<file path="src/rtl/tdc_pkg.sv">
// Shared types for the TDC coarse-stamp path: lock FSM states, lock threshold,
// stamp record layout and the divider phase decode.
package tdc_pkg;

  typedef enum logic [0:0] {
    ST_ACQ  = 1'b0,
    ST_LOCK = 1'b1
  } tdc_state_e;

  localparam int LOCK_STEPS = 4;

  localparam int TDC_COARSE_W = 16;
  localparam int TDC_FINE_W   = 8;

  typedef struct packed {
    logic [TDC_COARSE_W-1:0] coarse;
    logic [TDC_FINE_W-1:0]   fine;
  } stamp_t;

  // Divider raw output runs 11,10,01,00; inverting it gives a 0..3 up-count.
  function automatic logic [1:0] decode_phase(input logic two, input logic one);
    return ~{two, one};
  endfunction

endpackage

</file>
<file path="src/rtl/tdc_stamp_fifo.sv">
// First-word-fall-through stamp buffer; pointers carry a wrap bit so that
// full and empty are distinguishable without a separate count.
module tdc_stamp_fifo #(
  parameter int W     = 24,
  parameter int DEPTH = 8
) (
  input  logic         clk,
  input  logic         rst_n,
  input  logic         push,
  input  logic [W-1:0] wdata,
  input  logic         pop,
  output logic         empty,
  output logic         full,
  output logic [W-1:0] rdata
);
  localparam int AW = $clog2(DEPTH);
  localparam logic [AW:0] PTR_ONE = (AW+1)'(1);

  logic [W-1:0] mem [DEPTH];
  logic [AW:0]  wr_ptr;
  logic [AW:0]  rd_ptr;

  assign empty = (wr_ptr == rd_ptr);
  assign full  = (wr_ptr[AW] != rd_ptr[AW]) && (wr_ptr[AW-1:0] == rd_ptr[AW-1:0]);
  // Head reads as zero when empty so the output is defined straight out of reset.
  assign rdata = empty ? '0 : mem[rd_ptr[AW-1:0]];

  always_ff @(posedge clk or negedge rst_n) begin
    if (!rst_n) begin
      wr_ptr <= '0;
      rd_ptr <= '0;
    end else begin
      if (push) wr_ptr <= wr_ptr + PTR_ONE;
      if (pop)  rd_ptr <= rd_ptr + PTR_ONE;
    end
  end

  always_ff @(posedge clk) begin
    if (push) mem[wr_ptr[AW-1:0]] <= wdata;
  end

endmodule

</file>
<file path="src/rtl/tdc_coarse_stamp.sv">
// Coarse-time stamper: decodes the toggle-divider phase, tracks its lock,
// extends it into a free-running coarse count and buffers {coarse, fine} hits.
//   state   | meaning
//   ST_ACQ  | counting consecutive good divider steps; hits discarded
//   ST_LOCK | divider stepping cleanly; hits are stamped and buffered
module tdc_coarse_stamp
  import tdc_pkg::*;
#(
  parameter int COARSE_W = 16,
  parameter int FINE_W   = 8,
  parameter int DEPTH    = 8
) (
  input  logic                       clk,
  input  logic                       rst_n,
  input  logic                       div_one,
  input  logic                       div_two,
  input  logic                       hit,
  input  logic [FINE_W-1:0]          fine_code,
  output logic                       out_valid,
  output logic [COARSE_W+FINE_W-1:0] out_data,
  input  logic                       out_ready,
  output logic                       locked,
  output logic                       phase_err,
  output logic [7:0]                 drop_cnt
);
  localparam int UW = COARSE_W - 2;
  localparam logic [UW-1:0] UPPER_ONE = UW'(1);
  localparam logic [1:0]    LAST_STEP = 2'(LOCK_STEPS - 1);

  logic          one_r, two_r;
  logic          src_ok, prev_ok;
  logic [1:0]    phase, phase_prev;
  logic [UW-1:0] upper;
  logic          step_valid, good_step, wrap;

  tdc_state_e    state_q, state_d;
  logic [1:0]    good_cnt_q, good_cnt_d;
  logic          phase_err_q, phase_err_d;

  logic          wr_req, pop, push, drop, fifo_empty, fifo_full;

  assign phase = decode_phase(two_r, one_r);
  // Steps are judged only once phase_prev holds a sampled divider value, not
  // the reset value.
  assign step_valid = src_ok && prev_ok;
  assign good_step  = step_valid && (phase == phase_prev + 2'd1);
  assign wrap       = step_valid && (phase_prev == 2'd3) && (phase == 2'd0);

  always_ff @(posedge clk or negedge rst_n) begin
    if (!rst_n) begin
      one_r      <= 1'b0;
      two_r      <= 1'b0;
      src_ok     <= 1'b0;
      prev_ok    <= 1'b0;
      phase_prev <= 2'd3;
      upper      <= '0;
    end else begin
      one_r      <= div_one;
      two_r      <= div_two;
      src_ok     <= 1'b1;
      prev_ok    <= src_ok;
      phase_prev <= phase;
      if (wrap) upper <= upper + UPPER_ONE;
    end
  end

  always_ff @(posedge clk or negedge rst_n) begin
    if (!rst_n) begin
      state_q     <= ST_ACQ;
      good_cnt_q  <= 2'd0;
      phase_err_q <= 1'b0;
    end else begin
      state_q     <= state_d;
      good_cnt_q  <= good_cnt_d;
      phase_err_q <= phase_err_d;
    end
  end

  always_comb begin
    state_d     = state_q;
    good_cnt_d  = good_cnt_q;
    phase_err_d = phase_err_q;
    case (state_q)
      ST_ACQ: begin
        if (!good_step) begin
          good_cnt_d = 2'd0;
        end else if (good_cnt_q == LAST_STEP) begin
          good_cnt_d = 2'd0;
          state_d    = ST_LOCK;
        end else begin
          good_cnt_d = good_cnt_q + 2'd1;
        end
      end
      ST_LOCK: begin
        if (!good_step) begin
          state_d     = ST_ACQ;
          good_cnt_d  = 2'd0;
          phase_err_d = 1'b1;
        end
      end
      default: begin
        state_d    = ST_ACQ;
        good_cnt_d = 2'd0;
      end
    endcase
  end

  assign locked    = (state_q == ST_LOCK);
  assign phase_err = phase_err_q;

  assign wr_req    = hit && locked;
  assign pop       = out_valid && out_ready;
  assign push      = wr_req && (!fifo_full || pop);
  assign drop      = wr_req && !push;
  assign out_valid = !fifo_empty;

  tdc_stamp_fifo #(
    .W     (COARSE_W + FINE_W),
    .DEPTH (DEPTH)
  ) u_fifo (
    .clk   (clk),
    .rst_n (rst_n),
    .push  (push),
    .wdata ({upper, phase, fine_code}),
    .pop   (pop),
    .empty (fifo_empty),
    .full  (fifo_full),
    .rdata (out_data)
  );

  always_ff @(posedge clk or negedge rst_n) begin
    if (!rst_n) begin
      drop_cnt <= 8'd0;
    end else if (drop && (drop_cnt != 8'hFF)) begin
      drop_cnt <= drop_cnt + 8'd1;
    end
  end

endmodule

</file>
<file path="config.mk">
export PLATFORM = sky130hd
export DESIGN_NAME = tdc_coarse_stamp
export DESIGN_NICKNAME = d
export VERILOG_FILES = /design/src/rtl/tdc_pkg.sv /design/src/rtl/tdc_stamp_fifo.sv /design/src/rtl/tdc_coarse_stamp.sv
export SDC_FILE = /design/constraint.sdc
export NUM_CORES = 1
export LEC_CHECK = 0
export ABC_CLOCK_PERIOD_IN_PS = 4000
export CORE_MARGIN = 2
export CORE_UTILIZATION = 35
export CTS_CLUSTER_SIZE = 12
export DETAILED_ROUTE_END_ITERATION = 10
export PLACE_DENSITY = 0.51
export SYNTH_ARGS = -nofsm -noshare
export SYNTH_HDL_FRONTEND = slang
export SYNTH_SLANG_ARGS = --single-unit
</file>
<file path="constraint.sdc">
create_clock -name clk -period 4 [get_ports clk]
set_input_delay 0.8 -clock clk [delete_from_list [all_inputs] [get_ports clk]]
set_output_delay 0.8 -clock clk [all_outputs]
set_load 0.02 [all_outputs]
</file>
After elaboration in Yosys (flattened, before gate mapping)
Memory sizes are Yosys's and may differ from the RTL's.
Index checks and enable logic that the tools add are counted.
{ "op_classes": {"n_addsub": 6, "eq_ne": 8, "bitwise_logic": 3, "n_reduce_logical": 16, "n_mux": 11} }
{ "ops": {"columns": ["cell", "n"], "rows": [
  ["24-bit two-way mux", 1],
  ["14-bit by 1-bit adder with 14-bit output, second input constant", 1],
  ["1-bit logical AND", 10],
  ["4-bit by 1-bit adder with 4-bit output, second input constant", 2],
  ["8-bit by 1-bit adder with 8-bit output, second input constant", 1],
  ["8-bit inequality test, second input constant", 1],
  ["2-bit two-way mux", 3],
  ["1-bit two-way mux", 5],
  ["2-bit by 1-bit adder with 2-bit output, second input constant", 2],
  ["2-bit == test, second input constant", 2],
  ["4-bit == test", 1],
  ["2-bit case mux with 2 select lines", 1],
  ["3-bit == test", 1],
  ["1-bit logical NOT", 3],
  ["2-bit == test", 1],
  ["2-bit logical NOT", 1],
  ["2-bit inequality test, second input constant", 1],
  ["1-bit NOT", 2],
  ["2-bit NOT", 1],
  ["1-bit case mux with 2 select lines", 1],
  ["2-bit AND reduction", 1],
  ["1-bit logical OR", 1],
  ["1-bit inequality test", 1]
]} }
{ "totals": {"ram_bits": 192, "elab_cells": 57, "mem_count": 1, "in_bits": 14, "register_bits": 40} }
{ "mem_list": {"columns": ["memory", "depth", "width", "rd", "rd_ports_with_merged_regs", "write_ports", "line_no", "rtl"], "rows": [
  ["u_fifo.mem", 8, 24, 1, 0, 1, "tdc_stamp_fifo.sv:19", "logic [W-1:0] mem [DEPTH];"]
]} }

Depth between registers and ports, before layout
{ "logic_depth": {"word_depth": 8, "mapped_depth": 6, "depth_no_buf": 5} }

Cells and area by module
From an unflattened synthesis, not the netlist that was laid out.
{ "hier_totals": {"cells_unflattened": 551, "hier_area_um2": 9271.4} }
{ "modules_own_cells": {"columns": ["mod", "area_per_inst_um2", "cells_per_inst", "n_inst"], "rows": [
  ["tdc_stamp_fifo", 7858.8, 431, 1],
  ["tdc_coarse_stamp", 1412.6, 120, 1]
]} }

Least setup slack after synthesis
Ideal clock, no wire load.
{ "synth_timing": {"kind": "input to register", "start": "input hit", "end": "memory u_fifo.mem[0][0], enable pin", "setup_slack_ps": 110, "stages": 3, "path_buffers": 0, "t_arrival_ps": 3424, "cell_sequence": "nand2_1 -> o21bai_2 -> nor4_1"} }
{ "synth_between": {"elab_chain_cells": 4} }
{ "synth_lines": {"columns": ["element", "line_no", "rtl"], "rows": [
  ["start, declared", "tdc_coarse_stamp.sv:17", "input logic hit,"],
  ["1-bit logical AND", "tdc_coarse_stamp.sv:111", "assign wr_req = hit && locked;"],
  ["1-bit logical AND", "tdc_coarse_stamp.sv:113", "assign push = wr_req && (!fifo_full || pop);"],
  ["1-bit two-way mux", "tdc_stamp_fifo.sv:39", "if (push) mem[wr_ptr[AW-1:0]] <= wdata;"],
  ["1-bit two-way mux (implied by the code)", "tdc_stamp_fifo.sv:39", null],
  ["end, declared", "tdc_stamp_fifo.sv:19", null]
]} }
No other way between the ends.

Worst setup path in the final report
{ "layout_timing": {"start": "register u_fifo.rd_ptr[0]", "end": "output out_data[20]"} }
{ "layout_between": {"elab_chain_cells": 2, "word_cells_on_any_way": 3, "classes_between": "eq/ne (1); mux (1); memory (1)"} }
{ "layout_lines": {"columns": ["element", "line_no", "rtl"], "rows": [
  ["start, declared", "tdc_stamp_fifo.sv:21", "logic [AW:0] rd_ptr;"],
  ["start signal, assigned", "tdc_stamp_fifo.sv:34", "if (pop) rd_ptr <= rd_ptr + PTR_ONE;"],
  ["memory 8 x 24 bit / 4-bit == test (equally long branches)", null, null],
  ["24-bit two-way mux (*)", "tdc_stamp_fifo.sv:26", "assign rdata = empty ? '0 : mem[rd_ptr[AW-1:0]];"],
  ["end, declared", "tdc_coarse_stamp.sv:20", "output logic [COARSE_W+FINE_W-1:0] out_data,"]
]} }
Mark *: on every way between the ends. The rest lies on a longest branch, timed or not.

==> run metrics <==
Startpoint Class=register; CTS sink cnt=232; Pre-antenna DRT Iters=4; PortBufs=48; Yosys reg bits=about 230; unrepaired setup endpoints after global routing=no; die area=~0.028 sq mm; footprint of the multi-input gates=~0.0023 sq mm; critical-path cell list=buf_4, mux4_2, mux2i_1, nor2_1, clkdlybuf4s50_1; gr busiest metal=met2; clk_skew=15.5 ps; layout cells sized above 1=around a fifth; CTS H-Tree Depth=1; register area=about 0.0068 sq mm; Remaining Overflow, GRT=0; via count=approximately 4,500; wire length per cell=about 20 um; final setup vio count=0; met3 Use GR=1.95%; Routed WL=roughly 18 mm; required time worst endpoint=~3200 ps; initial antenna violation count=0; Max Cap Violations=0; Final Hold Fails=0; pre-CTS setup slack=896 ps; first-pass GRT wire length=approximately 29 mm; Synth Instances=approximately 480; crit-path max FO=17; P_leak=roughly 0.0039 uW; Synth Flop Type=edfxtp_1; initial core utilization=35.5%; Vias per Instance=roughly 5.0; cell taking the most area after synthesis=edfxtp_1; Setup Buffers After CTS=0; post-synthesis sequential area ratio=between 70% and 80%; Detailed Place HPWL=approximately 10 mm; GR Util met1=17.7%; Clock Latency Late Sink=~520 ps; post-synth top area share=62.7%; outcome=complete, no violations; fin crit period=3560 ps; Initial DRC Count=~210; Fin Setup TNS=0 ps; Ports=49; PnR worst setup slack=roughly 440 ps; slowest CP cell=mux4_2; fraction of registers with async set/reset=between 15 and 20%; VDD IR max=between 0.3 and 0.4 mV; worst reg-to-reg path cell count=5; FMAX=around 0.28 GHz; pwr dens=around 600 mW/mm^2; headroom to the max-slew limit=a little over a third; synth-to-layout area growth=18.5%; Hold Path Cell Cnt=0; core area=0.0259 sq mm; antenna cells=0; Max Root-Sink Buffers=3; Net Count, Synth=about 500; fin nets=567; antenna violation net count after detailed routing=0; largest net degree at the start of global routing=46; Die H=166 um; worst min path class=register to register; mean post-synth cell area=around 19 sq um; Placer Congestion=between 0.7 and 0.8; total CTS buffers=25; synth warn=0; worst path arrival time=around 2800 ps; Die W=between 150 and 200 um; fillers=approximately 2,300; synth top area cells=edfxtp_1 63%, mux4_2 12%, dfrtp_1 10%; Post-synth EDFFs=between 150 and 200; Synth Cell Area=0.00919 sq mm; gr usage total=13.5%; family with the most delay on the worst path=buffers and inverters; clk slew on worst S/H paths=60 ps; Rows=59; Slew @ Worst Pin=a little under 1000 ps; slowest stage delay, CP=~550 ps; critical path endpoint category=output port; Buf/Inv on CP=2; clock root buffer master=clkbuf_16; final slew viol count=0; hold buffer count at cts=0; PostCTS Resize Cnt=0; Tcrit/Tclk final=89.0%; critical path depth in cells=5; Remaining DRCs=0; Yosys cell types=40; WS Path Type=register to output port; number of global-route vias before repair=4,831; GR Layer Usage met2=23.5%; CTS tree=built
worst reg2reg max path, delay by kind of cell (launching register included):
| family | cells | cell delay (ps) |
|---|---|---|
| DFF | 1 | 560 |
| xor gates and xnor gates | 1 | 310 |
| and+or+nand+nor | 2 | 470 |
| AOI/OAI and AO/OA | 1 | 270 |
| buffers and inverters | 1 | 410 |
where the power goes:
part / internal, uW / leakage (uW) / switching (uW)
Clock: 1150 / 0.000343 / 856
Sequential: 2660 / 0.00238 / 79.5
Combinational: 867 / 0.00120 / 911
layout by cell type (no fill, tap or decap), types with 2 or more instances in the layout:
cell type        instances
edfxtp_1               192
mux4_2                  48
clkdlybuf4s50_1         47
dfrtp_1                 35
nor2_1                  34
mux2i_1                 25
clkbuf_16               25
xor2_1                  22
buf_4                   16
nand2_1                 12
clkbuf_1                12
xnor2_1                  9
nand3_1                  7
nor3_1                   7
nand4_1                  6
ha_1                     6
nor3_2                   5
inv_1                    4
nand2b_1                 4
nor4_2                   4
mux2_1                   4
and3_1                   3
clkinv_2                 3
clkinv_1                 3
nor4_4                   2
o2111ai_1                2
nor2_2                   2
and2_1                   2
dfstp_2                  2
buf_12                   2
dfrtp_2                  2
metal layers:
metal  vias up  wire, um
met5         -         0
met4         0       387
li1       2027         -
met2        77      9270
met3        31       581
met1      2364      8120
cells by family (layout without fill, tap and decap cells):
family	after synthesis	after routing	synth area share [%]
muxes	77	77	15.0
and+or+nand+nor	94	94	5.54
adders and majority gates	6	6	0.817
other	1	1	0.0408
DFF	232	232	73.6
AOI/OAI and AO/OA	8	8	0.681
xor gates and xnor gates	31	31	2.95
buffers and inverters	28	115	1.35
worst paths after layout:
| path | start | endpoint | slack (ps) |
|---|---|---|---|
| hold reg to reg | src_ok | prev_ok | 380 |
| setup reg to reg | u_fifo.wr_ptr[0] | u_fifo.mem[1][15] | 1590 |
| setup / recovery | u_fifo.rd_ptr[0] | out_data[20] | 440 |
| max in group asynchronous | rst_n | u_fifo.rd_ptr[0] | 2840 |
| min in group asynchronous | rst_n | drop_cnt[1] | 440 |
| hold / removal | src_ok | prev_ok | 380 |
state kept, by name (all words and copies together), names as in the netlist, 2 cells and up:
register	count
u_fifo.mem	192
upper	14
drop_cnt	8
u_fifo.rd_ptr	4
u_fifo.wr_ptr	4
good_cnt_q	2
phase_prev	2
area by class of cell:
type                            instances  area share (%)
Sequential cell                       232            62.2
Clock buffer                           37            6.16
Clock inverter                          7           0.322
Multi-Input combinational cell        217            21.5
Tap cell                              335            3.85
Inverter                                5           0.172
Timing Repair Buffer                   66            5.83
synth_stat cells (3+ instances only):
library cell    n
xor2_1         22
nand2_1        12
mux2_1          4
nor3_1         11
and3_1          3
inv_1           4
dfrtp_1        38
buf_2           9
clkbuf_1       11
mux2i_1        25
nor2_1         36
nand2b_1        4
ha_1            6
xnor2_1         9
mux4_2         48
edfxtp_1      192
nand4_1         6
nand3_1         7
nor4_2          4
stage by stage:
stage	util (%)	power, uW	area (sq um)	cells	hold slack (ps)
finish	42.0	6520	10900	899	378
global route	42.0	6830	10900	899	386
CTS	42.0	6640	10900	899	384
detailed placement	39.3	4620	10200	855	363
global placement	39.3	4610	10200	855	357
floorplan	-	3930	9190	477	347
(Power assumes the default switching activity.)
==> RTL change 1, RTL diff (same flow settings) <==
Reset style: synchronous (`rst_n`), changed in 4 clocked blocks.
--- a/src/rtl/tdc_stamp_fifo.sv
+++ b/src/rtl/tdc_stamp_fifo.sv
@@ -26,5 +26,5 @@
   assign rdata = empty ? '0 : mem[rd_ptr[AW-1:0]];
 
-  always_ff @(posedge clk or negedge rst_n) begin
+  always_ff @(posedge clk) begin
     if (!rst_n) begin
       wr_ptr <= '0;
--- a/src/rtl/tdc_coarse_stamp.sv
+++ b/src/rtl/tdc_coarse_stamp.sv
@@ -47,5 +47,5 @@
   assign wrap       = step_valid && (phase_prev == 2'd3) && (phase == 2'd0);
 
-  always_ff @(posedge clk or negedge rst_n) begin
+  always_ff @(posedge clk) begin
     if (!rst_n) begin
       one_r      <= 1'b0;
@@ -65,5 +65,5 @@
   end
 
-  always_ff @(posedge clk or negedge rst_n) begin
+  always_ff @(posedge clk) begin
     if (!rst_n) begin
       state_q     <= ST_ACQ;
@@ -129,5 +129,5 @@
   );
 
-  always_ff @(posedge clk or negedge rst_n) begin
+  always_ff @(posedge clk) begin
     if (!rst_n) begin
       drop_cnt <= 8'd0;
Formal check against the unedited RTL: differs if rst_n is asserted again (counterexample within 10 cycles, from zero or initial values and one cycle with rst_n low); with rst_n held inactive, the same outputs for 10 cycles.
==> RTL change 1 against the unedited design <==
Cell area is 1.8% higher. Core utilization is 0.51 points higher. Via count is 9.9% higher. Setup slack worse by 0.19 ns. Wire length is 1.1% higher. Sequential cell count is 3 higher. Synthesized area is 0.98% higher. Critical path type unchanged. Highest routed layer unchanged.
Power is not compared: it rests on default switching activity, and its combinational part moved more than twofold at a synthesized area within 25%.
==> RTL change 1: results <==
set metrics [dict create \
    place_congestion 0.7421 \
    synth_common_cells "edfxtp_1 (192), mux4_2 (48), dfxtp_1 (43)" \
    wire_per_inst_um 19.39 \
    min_path_type "register to register" \
    first_global_vias 5106 \
    synthArstFlopShare_pct 0 \
    hold_depth 1 \
    grt_max_degree 35 \
    fmaxAchievable_mhz 266.8 \
    via_per_inst 5.166 \
    cp.arrival_ns 2.95 \
    synth.area.top_cells "edfxtp_1 (62%), mux4_2 (12%), dfxtp_1 (9.3%)" \
    syn-num-nets 551 \
    fin_skew_ns 0.01904 \
    min_from "two_r" \
    clock_path_buffers 3 \
    grt_pass1_wl_um 28860 \
    fillers 2312 \
    timing.rr.end "u_fifo.mem[6][10]" \
    maxSlewHeadroom_pct 46.93 \
    layout-drive-gt1-share_pct 19.29 \
    grt_use_total_pct 13.42 \
    ys_types 44 \
    ff2ff_setup_slack_ns 1.49 \
    yosysSeqAreaShare_pct 71.39 \
    cts_setup_buffers 0 \
    whs_endpoint "phase_prev[1]" \
    dpl_cell_area_sq_um 10290 \
    hpwl_um 10890 \
    status "completed" \
    cts_buffers 26 \
    crit-reg2reg-launch "u_fifo.wr_ptr[1]" \
    worstPathMaxFanout 25 \
    nets 622 \
    dpl_worst_slack_ns 0.7715 \
]
## RTL change 1: cell count changes in the layout (fill, tap and decap cells not counted), moves of 9 or more
cell,change
a21oi_1,+16
dfxtp_1,+41
dfrtp_1,-35
xor2_1,-14
or3_1,+9
## RTL change 1: how the worst max path moves through the flow
stage                     start          endpoint  cells past startpoint
4_1_cts        u_fifo.wr_ptr[1]      out_data[23]                      6
6_report       u_fifo.wr_ptr[1]      out_data[23]                      6
2_1_floorplan               hit  u_fifo.mem[1][0]                      3
3_3_place_gp   u_fifo.wr_ptr[1]       out_data[0]                      6
5_1_grt        u_fifo.wr_ptr[1]       out_data[0]                      6
3_5_place_dp   u_fifo.wr_ptr[1]      out_data[23]                      6
## RTL change 1: worst max-delay path, stage by stage (launching register included)
cell and delay [ns]:
dfxtp_1 0.59, xor2_1 0.20, or3_4 0.49, nor2_2 0.13, buf_4 0.33, nor2_1 0.11, clkdlybuf4s50_1 0.55
## RTL change 1: power by group
group | internal (mW) | switching, mW | leakage, nW
clock | 1.28 | 0.903 | 0.390
combinational | 0.0166 | 0.0234 | 0.957
sequential | 2.62 | 0.00240 | 2.08
## RTL change 1: area by class of cell
| cell class | count | area [sq um] | share of cell area [%] |
|---|---|---|---|
| multi-input cells | 262 | 2559 | 23.07 |
| clock buffers | 39 | 739.5 | 6.668 |
| repair buffers | 69 | 650.6 | 5.867 |
| flip-flops and latches | 235 | 6631 | 59.80 |
| inverters | 8 | 30.03 | 0.2708 |
| clock inverters | 9 | 60.06 | 0.5416 |
| well taps | 335 | 419.2 | 3.780 |
## RTL change 1: cells by family after synthesis
family                     Yosys count  synth area share [%]
AOI/OAI and AO/OA                   43                 3.006
adders and majority gates            6                0.8088
xor gates and xnor gates            11                 1.038
muxes                               81                 15.21
and+or+nand+nor                    121                 6.929
DFF                                235                 71.39
buffers and inverters               34                 1.618
## RTL change 1: per-layer routing
metal  global-route usage (%)  part of all wire, %
met1                    16.83                   43
met2                    23.90                   52
met4                    4.123                  2.5
met3                    2.115                  3.1
met5                        0                    0
## RTL change 1: metrics by stage
stage / instances / hold slack [ns] / util, % / total power [mW] / TNS [ns]
global route: 957 / 0.4472 / 42.56 / 5.002 / 0
floorplan: 531 / 0.3909 / - / 2.693 / -8.416
global placement: 909 / 0.4135 / 39.49 / 2.717 / 0
finish: 957 / 0.4287 / 42.56 / 4.847 / 0
detailed placement: 909 / 0.4205 / 39.49 / 2.719 / 0
CTS: 957 / 0.4337 / 42.56 / 4.908 / 0
==> RTL change 2, RTL diff (same flow settings) <==
Made on the original files. Change the parameter `FINE_W` from 8 to 6.
--- a/src/rtl/tdc_coarse_stamp.sv
+++ b/src/rtl/tdc_coarse_stamp.sv
@@ -8,5 +8,5 @@
 #(
   parameter int COARSE_W = 16,
-  parameter int FINE_W   = 8,
+  parameter int FINE_W   = 6,
   parameter int DEPTH    = 8
 ) (
Interface: changed (resized fine_code and out_data); port bits go from 49 to 45. No check against the original RTL was run, so the function may have changed too.
==> RTL change 2 against the unedited design <==
Wire length shrank 5.0%. Fmax shrank 1.5%. Setup slack worse by 0.054 ns. Sequential cell count shrank 16. Count of clock-buffer cells in the layout unchanged. Critical path type unchanged. Via count fell by 6.3%. Synthesized area down 7.1%. Core utilization grew 0.37 points. Cell area is 6.2% lower. Hold slack got worse by 0.0033 ns. Power is 3.3% lower.
==> RTL change 2: results <==
set metrics [dict create \
    p_switching_mw 1.732 \
    nets 531 \
    post_cts_resized 0 \
    met3_usage_pct 2.208 \
    critPathSlowestCell "mux4_2" \
    diodes 0 \
    met2_usage_pct 23.04 \
    ys_types 37 \
    peakVddDrop_mv 0.2481 \
    p_leak_nw 3.682 \
    cts_setup_buffers 0 \
    synth_common_cells "edfxtp_1 (176), mux4_2 (44), dfrtp_1 (38)" \
    grt_max_degree 41 \
    drtIter0Drc 197 \
    numPortBuffers 44 \
    cp_slowest_stage_delay_ns 0.58 \
    insertion_delay_ns 0.50 \
    place_congestion 0.7338 \
    synthArstFlopShare_pct 18.52 \
    via_per_inst 4.930 \
    first_pass_iters 4 \
    status "completed" \
    worstPathMaxFanout 24 \
    fillers 2208 \
    yosys_warnings 0 \
    hold_buffers 0 \
    cts_buffers 24 \
    grt_pass1_wl_um 27590 \
    met1_usage_pct 19.87 \
    antenna_found_initial 0 \
    maxSlewHeadroom_pct 36.64 \
    synth.area.top_cells "edfxtp_1 (62%), mux4_2 (12%), dfrtp_1 (11%)" \
    syn-num-nets 467 \
    cp.arrival_ns 2.82 \
    yosysSeqAreaShare_pct 73.63 \
    fin_skew_ns 0.01466 \
    synth-edff-count 176 \
    path_clk_slew_ns 0.06 \
    grt_use_total_pct 14.06 \
    hold_viol 0 \
    htreeDepth 1 \
    largest_register_ffs 176 \
    wire_per_inst_um 20.40 \
    ctsRootBufferMaster "clkbuf_16" \
    first_global_vias 4624 \
    hpwl_um 9514 \
    layout-drive-gt1-share_pct 21.28 \
    min_path_type "register to register" \
    clock_path_buffers 3 \
]
-- RTL change 2: cell types whose count changed in the layout (fill, tap and decap cells not counted), moves of 3 or more --
cell	delta
mux2_1	-4
xor2_1	-4
mux4_2	-4
clkbuf_1	-3
edfxtp_1	-16
nand3_1	+3
clkdlybuf4s50_1	-4
clkbuf_8	+3
mux2_2	+4
nor2_1	-3
xnor2_1	+4
-- RTL change 2: final cells by class --
type / count / area [sq um] / area share, %
sequential: 216 / 6291 / 61.53
multi-input combinational: 208 / 2181 / 21.33
clock buffer: 37 / 700.7 / 6.853
timing repair buffer: 58 / 540.5 / 5.287
tap: 324 / 405.4 / 3.965
clock inverter: 7 / 86.33 / 0.8444
inverter: 5 / 18.77 / 0.1836
-- RTL change 2: critical path, delay by kind of cell, from the launching register on --
kind | cells | cell delay (ns)
buf+inv | 2 | 1.04
mux | 2 | 0.76
flops | 1 | 0.46
simple gates | 1 | 0.06
-- RTL change 2: metal layers --
layer,vias to the layer above,share of wire (%)
li1,1894,-
met1,2223,46
met2,80,48
met3,18,4.7
met4,0,1.3
met5,-,0
-- RTL change 2: path summary, 6_finish.rpt --
path / startpoint / end / slack [ns] / cells past startpoint
worst max register to register: u_fifo.wr_ptr[0] / u_fifo.mem[2][11] / 1.46 / 5
worst max-delay path: u_fifo.rd_ptr[0] / out_data[15] / 0.38 / 5
worst min-delay path: src_ok / prev_ok / 0.37 / 0
worst min register to register: src_ok / prev_ok / 0.37 / 0
max in group asynchronous: rst_n / u_fifo.rd_ptr[0] / 2.90 / 1
min in group asynchronous: rst_n / one_r / 0.45 / 1
-- RTL change 2: power by group through the flow --
stage                     Combinational [mW]  Clock (mW)  Sequential, mW
after global routing                    1.73        2.34            2.57
after CTS                               1.64        2.22            2.56
after detailed placement                1.63           0            2.60
final                                   1.59        2.16            2.56
after floorplan                         1.09           0            2.54
after global placement                  1.63           0            2.60
-- RTL change 2: logic make-up (layout without fill, tap and decap cells) --
logic type,count (synthesis),after routing,synth area share (%)
adders and majority gates,6,6,0.8790
and+or+nand+nor,90,90,5.259
xor gates and xnor gates,31,31,3.179
buffers and inverters,25,107,1.289
DFF,216,216,73.63
other,1,1,0.04391
AOI/OAI and AO/OA,8,8,0.7179
muxes,72,72,15.00
-- RTL change 2: per-stage QoR --
stage | instance area, sq um | setup slack, ns | power, mW | hold slack (ns) | cells
after detailed placement | 9437 | 0.8293 | 4.238 | 0.3630 | 811
after global routing | 10220 | 0.1685 | 6.631 | 0.3891 | 855
final | 10220 | 0.3841 | 6.311 | 0.3746 | 855
after global placement | 9437 | 0.8236 | 4.229 | 0.3546 | 811
after CTS | 10220 | 0.2851 | 6.418 | 0.3784 | 855
after floorplan | 8541 | 0.2638 | 3.633 | 0.3467 | 449
